==> config.mk <==
export PLATFORM = sky130hd
export DESIGN_NAME = pipe_trace_buffer
export DESIGN_NICKNAME = d
export VERILOG_FILES = /design/src/rtl/pipe_trace_buffer_pkg.sv /design/src/rtl/pipe_trace_buffer_ram.sv /design/src/rtl/pipe_trace_buffer.sv
export SDC_FILE = /design/constraint.sdc
export NUM_CORES = 2
export LEC_CHECK = 0
export CELL_PAD_IN_SITES_DETAIL_PLACEMENT = 2
export CELL_PAD_IN_SITES_GLOBAL_PLACEMENT = 2
export CORE_AREA = 2 2 409 411
export CTS_BUF_LIST = sky130_fd_sc_hd__clkbuf_2 sky130_fd_sc_hd__clkbuf_4 sky130_fd_sc_hd__clkbuf_8
export DETAILED_ROUTE_END_ITERATION = 10
export DIE_AREA = 0 0 411 413
export PLACE_DENSITY = 0.88
export SLEW_MARGIN = 20
export SYNTH_ARGS = -nofsm -noshare
export SYNTH_HDL_FRONTEND = slang
export SYNTH_HIERARCHICAL = 1
export SYNTH_SLANG_ARGS = --single-unit
==> constraint.sdc <==
create_clock -name clk -period 16 [get_ports clk]
set_input_delay 4 -clock clk [delete_from_list [all_inputs] [get_ports clk]]
set_output_delay 4 -clock clk [all_outputs]
set_load 0.01 [all_outputs]
==> src/rtl/pipe_trace_buffer_pkg.sv <==
// rtl/pipe_trace_buffer_pkg.sv - state encodings and entry layout for the trace buffer
// TRACE_TIMESTAMP_EN widens each entry by a 32-bit cycle stamp.
package pipe_trace_buffer_pkg;

  localparam logic [1:0] ST_IDLE  = 2'd0;
  localparam logic [1:0] ST_ARMED = 2'd1;
  localparam logic [1:0] ST_POST  = 2'd2;
  localparam logic [1:0] ST_DONE  = 2'd3;

`ifdef TRACE_TIMESTAMP_EN
  localparam int STAMP_W = 32;
`else
  localparam int STAMP_W = 0;
`endif

  // Entry layout, LSB first: data, rd, pc, then stamp when present.
  function automatic int entry_w(input int xlen, input int ra_w);
    return 2 * xlen + ra_w + STAMP_W;
  endfunction

endpackage

==> src/rtl/pipe_trace_buffer_ram.sv <==
// rtl/pipe_trace_buffer_ram.sv - trace_ram: DEPTH x WIDTH, synchronous write, combinational read
module trace_ram #(
  parameter int DEPTH = 16,
  parameter int WIDTH = 8
) (
  input  logic                     clk,
  input  logic                     we,
  input  logic [$clog2(DEPTH)-1:0] waddr,
  input  logic [WIDTH-1:0]         wdata,
  input  logic [$clog2(DEPTH)-1:0] raddr,
  output logic [WIDTH-1:0]         rdata
);

  logic [WIDTH-1:0] mem_q [DEPTH];

  always_ff @(posedge clk) begin
    if (we) mem_q[waddr] <= wdata;
  end

  assign rdata = mem_q[raddr];

endmodule

==> src/rtl/pipe_trace_buffer.sv <==
// rtl/pipe_trace_buffer.sv - circular write-back trace capture with PC/manual trigger and drain port
// TRACE_TIMESTAMP_EN stores a free-running cycle stamp with every entry and drives out_stamp.
module pipe_trace_buffer
  import pipe_trace_buffer_pkg::*;
#(
  parameter int XLEN      = 64,
  parameter int RA_W      = 5,
  parameter int DEPTH     = 16,
  parameter int POST_TRIG = 8
) (
  input  logic                     clk,
  input  logic                     reset,
  input  logic                     wb_valid,
  input  logic                     wb_regwrite,
  input  logic [XLEN-1:0]          wb_pc,
  input  logic [RA_W-1:0]          wb_rd,
  input  logic [XLEN-1:0]          wb_data,
  input  logic                     arm,
  input  logic                     stop,
  input  logic                     trig_en,
  input  logic [XLEN-1:0]          trig_pc,
  output logic                     out_valid,
  input  logic                     out_ready,
  output logic [XLEN-1:0]          out_pc,
  output logic [RA_W-1:0]          out_rd,
  output logic [XLEN-1:0]          out_data,
  output logic [31:0]              out_stamp,
  output logic [$clog2(DEPTH):0]   count,
  output logic                     overflow,
  output logic                     done
);

  localparam int AW = $clog2(DEPTH);
  localparam int CW = AW + 1;
  localparam int EW = entry_w(XLEN, RA_W);

  if (DEPTH < 2 || (DEPTH & (DEPTH - 1)) != 0) begin : g_bad_depth
    $error("pipe_trace_buffer: DEPTH must be a power of two >= 2");
  end
  if (POST_TRIG < 0 || POST_TRIG >= DEPTH) begin : g_bad_post
    $error("pipe_trace_buffer: POST_TRIG must be in [0, DEPTH)");
  end

  logic [1:0]    state_q, state_d;
  logic [AW-1:0] wptr_q, wptr_d;
  logic [CW-1:0] count_q, count_d;
  logic [AW-1:0] post_cnt_q, post_cnt_d;
  logic          overflow_q, overflow_d;
  logic          capture, trigger, ram_we;
  logic [AW-1:0] rptr;
  logic [EW-1:0] ram_wdata, ram_rdata;

  assign capture = wb_valid & wb_regwrite & ((state_q == ST_ARMED) | (state_q == ST_POST));
  assign trigger = (state_q == ST_ARMED) & trig_en & capture & (wb_pc == trig_pc);

  always_comb begin
    state_d    = state_q;
    wptr_d     = wptr_q;
    count_d    = count_q;
    post_cnt_d = post_cnt_q;
    overflow_d = overflow_q;
    ram_we     = 1'b0;
    if (capture) begin
      ram_we = 1'b1;
      wptr_d = wptr_q + AW'(1);
      if (count_q == CW'(DEPTH)) overflow_d = 1'b1;
      else                       count_d    = count_q + CW'(1);
    end
    case (state_q)
      ST_IDLE: begin
        if (arm) begin
          state_d    = ST_ARMED;
          wptr_d     = '0;
          count_d    = '0;
          overflow_d = 1'b0;
        end
      end
      ST_ARMED: begin
        // A manual stop outranks a coincident PC match; either way the entry is kept.
        if (stop) begin
          state_d = ST_DONE;
        end else if (trigger) begin
          if (POST_TRIG == 0) begin
            state_d = ST_DONE;
          end else begin
            state_d    = ST_POST;
            post_cnt_d = AW'(POST_TRIG);
          end
        end
      end
      ST_POST: begin
        if (stop) begin
          state_d = ST_DONE;
        end else if (capture) begin
          post_cnt_d = post_cnt_q - AW'(1);
          if (post_cnt_q == AW'(1)) state_d = ST_DONE;
        end
      end
      default: begin
        if (arm) begin
          state_d    = ST_ARMED;
          wptr_d     = '0;
          count_d    = '0;
          overflow_d = 1'b0;
        end else if (out_valid && out_ready) begin
          count_d = count_q - CW'(1);
        end
      end
    endcase
  end

  always_ff @(posedge clk) begin
    if (reset) begin
      state_q    <= ST_IDLE;
      wptr_q     <= '0;
      count_q    <= '0;
      post_cnt_q <= '0;
      overflow_q <= 1'b0;
    end else begin
      state_q    <= state_d;
      wptr_q     <= wptr_d;
      count_q    <= count_d;
      post_cnt_q <= post_cnt_d;
      overflow_q <= overflow_d;
    end
  end

`ifdef TRACE_TIMESTAMP_EN
  logic [31:0] stamp_q, stamp_d;

  assign stamp_d = stamp_q + 32'd1;

  always_ff @(posedge clk) begin
    if (reset) stamp_q <= '0;
    else       stamp_q <= stamp_d;
  end

  assign ram_wdata = {stamp_q, wb_pc, wb_rd, wb_data};
  assign out_stamp = ram_rdata[EW-1 -: 32];
`else
  assign ram_wdata = {wb_pc, wb_rd, wb_data};
  assign out_stamp = 32'd0;
`endif

  // Oldest surviving entry sits count slots behind the write pointer.
  assign rptr = wptr_q - count_q[AW-1:0];

  trace_ram #(
    .DEPTH (DEPTH),
    .WIDTH (EW)
  ) u_ram (
    .clk   (clk),
    .we    (ram_we),
    .waddr (wptr_q),
    .wdata (ram_wdata),
    .raddr (rptr),
    .rdata (ram_rdata)
  );

  assign out_data  = ram_rdata[XLEN-1:0];
  assign out_rd    = ram_rdata[XLEN +: RA_W];
  assign out_pc    = ram_rdata[XLEN + RA_W +: XLEN];
  assign out_valid = (state_q == ST_DONE) && (count_q != '0);
  assign count     = count_q;
  assign overflow  = overflow_q;
  assign done      = (state_q == ST_DONE);

endmodule

==> flow_summary_export.csv, run 1 <==
group,metric,value,unit
run_status,status,"stopped before the end",
run_status,lastStage,"3_5_place_dp",
run_status,tool.error,"[ERROR DPL-0033] detailed placement checks failed during check placement.",
synth,synth_area_leaders,"edfxtp_1, mux4_2, a22oi_1",
synth,synth-edff-count,2128,
synth,synth_warnings,6,
synth,synth_flop_cell,"edfxtp_1",
synth,async_flop_share,0,%
synth,synthesis.area,82160,um2
floorplanning,die_h,413,um
place,place_congestion,0.7708,
synth,ys_seq_area_share,78.17,%
synth,yosysUniqueCellTypes,53,
floorplanning,die_w,411,um
floorplanning,start_util,49.52,%
synth,synth-seq-cells,2144,
synth,synth_top_area_share,77.78,%
floorplanning,core.rowCount,150,
synth,postSynthAreaPerCell,22.71,um2
floorplanning,io_pins,378,
synth,yosysTopAreaCell,"edfxtp_1",
place,post-dp-hpwl,157500,um
place,portBuffers,345,
synth,syn_inst,3617,
[logic make-up after synthesis]
kind of cell    count (synthesis)  share of synthesized area, %
flops                        2144                         78.17
simple gates                  251                         1.438
compound gates                315                         3.064
buf+inv                       236                         1.535
mux                           586                         14.82
other cells                     1                      0.004565
xor+xnor                       70                        0.7463
fa+ha+maj                      14                        0.2224
[cells in the mapped netlist, types with 26 or more instances]
library cell  instances
xor2_1               53
a22oi_1             196
nand2_1             115
buf_4                54
mux2_2               62
nor2b_1              30
mux4_2              498
buf_2                78
clkbuf_1             60
a22oi_2              30
nor2_1               37
mux2i_1              26
edfxtp_1           2128
[per-stage QoR]
step              cell area [um2]  hold slack [ps]  worst slack [ps]  cells
global placement            88150            478.2              6490   6041
floorplan                   82270            448.2              1142   3648
==> run 2, diff against run 1 <==
==> config.mk (replaced) <==
export PLATFORM = sky130hd
export DESIGN_NAME = pipe_trace_buffer
export DESIGN_NICKNAME = d
export VERILOG_FILES = /design/src/rtl/pipe_trace_buffer_pkg.sv /design/src/rtl/pipe_trace_buffer_ram.sv /design/src/rtl/pipe_trace_buffer.sv
export SDC_FILE = /design/constraint.sdc
export NUM_CORES = 2
export LEC_CHECK = 0
export CORE_AREA = 2 2 457 459
export DETAILED_ROUTE_END_ITERATION = 10
export DIE_AREA = 0 0 459 461
export PLACE_DENSITY_LB_ADDON = 0.15
export SLEW_MARGIN = 20
export SYNTH_ARGS = -nofsm -noshare
export SYNTH_HDL_FRONTEND = slang
export SYNTH_HIERARCHICAL = 1
export SYNTH_SLANG_ARGS = --single-unit
==> run 2 against run 1 <==
Compared with the run above:
- the run now ends clean
- synthesized cell count is the same
- synthesized area is the same
==> flow_summary_export.csv, run 2 <==
group,metric,value,unit
run_status,status,"finished, final reports clean",
routing,num_vias,38940,
routing,wl_per_cell,30.60,um
routing,drt_wl_total,213500,um
place,place_congestion,0.7152,
finish,final_nets,4303,
routing,drtPass1Iterations,5,
floorplanning,start_util,39.80,%
clock_network,hold_buffers,0,
synth,postSynthAreaPerCell,22.71,um2
floorplanning,die_h,461,um
finish,final_area,95810,um2
place,postPlaceCellArea,88920,um2
synth,syn_inst,3617,
power,ir_drop,0.1107,mV
finish,final_cells,6977,
synth,synth_area_leaders,"edfxtp_1, mux4_2, a22oi_1",
place,portBuffers,345,
clock_network,cts_tree,"done",
floorplanning,core_area,206400,um2
synth,synthesis.area,82160,um2
clock_network,worstSkewPairLatency,850,ps
floorplanning,die-area,211600,um2
critical_path,worst_path_max_delay_cell,"buf_4",
global_route,grt_overflow_total,0,
routing,drcViolationCount,0,
timing,worstMarginPinSlew,1211,ps
clock_network,post_cts_buffers,0,
timing,setup_violations,0,
synth,yosysUniqueCellTypes,53,
timing,slew_headroom,18.49,%
timing,period_minus_slack,10080,ps
finish,largest_register_ff_count,2128,
finish,regMostFlops,"u_ram/mem_q",
synth,yosysTopAreaCell,"edfxtp_1",
timing,final-hold-violation-count,0,
clock_network,cts.sinks,2144,
synth,synth_top_area_share,77.78,%
critical_path,critPathRequiredTime,12000,ps
synth,synth_flop_cell,"edfxtp_1",
clock_network,h-tree-depth,4,
finish,layout_commonest_cell,"edfxtp_1",
clock_network,root_buffer,"clkbuf_16",
finish,final_cell_mix,"edfxtp_1, mux4_2, clkdlybuf4s50_1",
global_route,grt_util_all_layers,20.11,%
clock_network,cts_max_path_buffers,3,
global_route,grt_pass1_wl,300800,um
critical_path,critPathBufInv,5,
synth,synth-edff-count,2128,
global_route,grt_pass1_vias,40500,
timing,fin_setup_tns,0,ps
timing,fin_crit_sh,62.99,%
critical_path,path_class,"flip-flop to output port",
power,static-leakage-power,28.95,nW
synth,ys_seq_area_share,78.17,%
finish,drive_gt1_share,23.70,%
hold_path,hold_path.class,"flip-flop to flip-flop",
finish,regArea,64220,um2
clock_network,cts_made_buffers,221,
finish,syn2layout_area_growth,16.62,%
finish,n_fill_cell,17180,
timing,max_freq,99.23,MHz
clock_network,cts.repair.resized,0,
routing,viasPerCell,5.581,
floorplanning,core.rowCount,167,
synth,synth_warnings,6,
critical_path,crit_top_cell,"buf_4",
floorplanning,die_w,459,um
critical_path,crit_arrival,6080,ps
critical_path,startpoint_type,"flip-flop",
place,numPlacedInstances,6564,
synth,netlist_top_cells_count,"edfxtp_1, mux4_2, a22oi_1",
run,max-cap-violations,0,
critical_path,path_cells,"inv_1 > ha_1 > fa_1 > xnor2_2 > buf_4 > buf_4 > buf_4 > mux4_2 > mux2i_1 > a22oi_1 > clkdlybuf4s50_1",
critical_path,critPathCaptureType,"output port",
critical_path,crit_family,"buffers and inverters",
routing,first_iter_violations,3522,
synth,async_flop_share,0,%
timing,drv_slew,0,
synth,synth-seq-cells,2144,
floorplanning,io_pins,378,
clock_network,clkSlewWorstSetupHoldPaths,60,ps
synth,yosysMostFrequentCell,"edfxtp_1",
power,powerDensity,138.6,nW/um2
timing,rsz0062_at_grt,"no",
critical_path,max_stage_delay,840,ps
timing,fin_skew,39.06,ps
routing,ant_nets,0,
finish,multiInputGateArea,17000,um2
global_route,antenna_found_initial,38,
power,total_power,13.28,mW
global_route,grt_max_degree,115,
place,post-dp-hpwl,112800,um
critical_path,critPathMaxFanout,61,
==> run 2: cell counts after synthesis <==
Identical to the previous run, type by type.
==> run 2: routing by layer <==
metal / vias up / part of all wire [%] / GRT usage [%]
met2: 1140 / 47 / 31.77
met5: - / 0.080 / 0
met1: 21230 / 45 / 28.90
met3: 272 / 6.2 / 4.043
li1: 16270 / - / -
met4: 28 / 1.9 / 4.651
==> run 2: cell families after synthesis <==
family	synth area share, %
muxes	14.82
buffers and inverters	1.535
adders and majority gates	0.2224
DFF	78.17
and+or+nand+nor	1.438
xor gates and xnor gates	0.7463
other	0.004565
AOI/OAI and AO/OA	3.064
==> run 2: path summary, 6_finish.rpt <==
| path | startpoint | end | slack [ps] | cells past startpoint |
|---|---|---|---|---|
| min reg2reg | post_cnt_q[2]$_SDFFE_PP0P_ | post_cnt_q[2]$_SDFFE_PP0P_ | 490 | 1 |
| max reg2reg | state_q[0]$_SDFFE_PP0P_ | u_ram/mem_q[13][104]$_DFFE_PP_ | 10450 | 8 |
| max | wptr_q[0]$_SDFF_PP0_ | out_data[9] | 5920 | 11 |
| min | post_cnt_q[2]$_SDFFE_PP0P_ | post_cnt_q[2]$_SDFFE_PP0P_ | 490 | 1 |
==> run 2: layout make-up <==
class,count,area share [%]
flip-flops and latches,2144,67.03
multi-input cells,1268,17.74
clock buffers,260,5.979
repair buffers,430,4.448
well taps,2704,3.531
clock inverters,144,1.158
inverters,19,0.09011
diodes,8,0.02090
==> run 2: metrics by stage <==
stage | hold slack (ps) | setup WS (ps) | util [%]
floorplan | 448.2 | 1142 | -
global placement | 477.2 | 6610 | 43.06
detailed placement | 479.7 | 6580 | 43.07
CTS | 489.8 | 5686 | 46.39
global route | 516.7 | 5465 | 46.40
finish | 490.3 | 5922 | 46.41
==> run 2: report_power, final <==
part	internal [mW]	switching, mW
clock	2.72	2.14
sequential	6.24	0.0143
combinational	1.01	1.16
No activity file was read; power rests on OpenSTA's default activity.
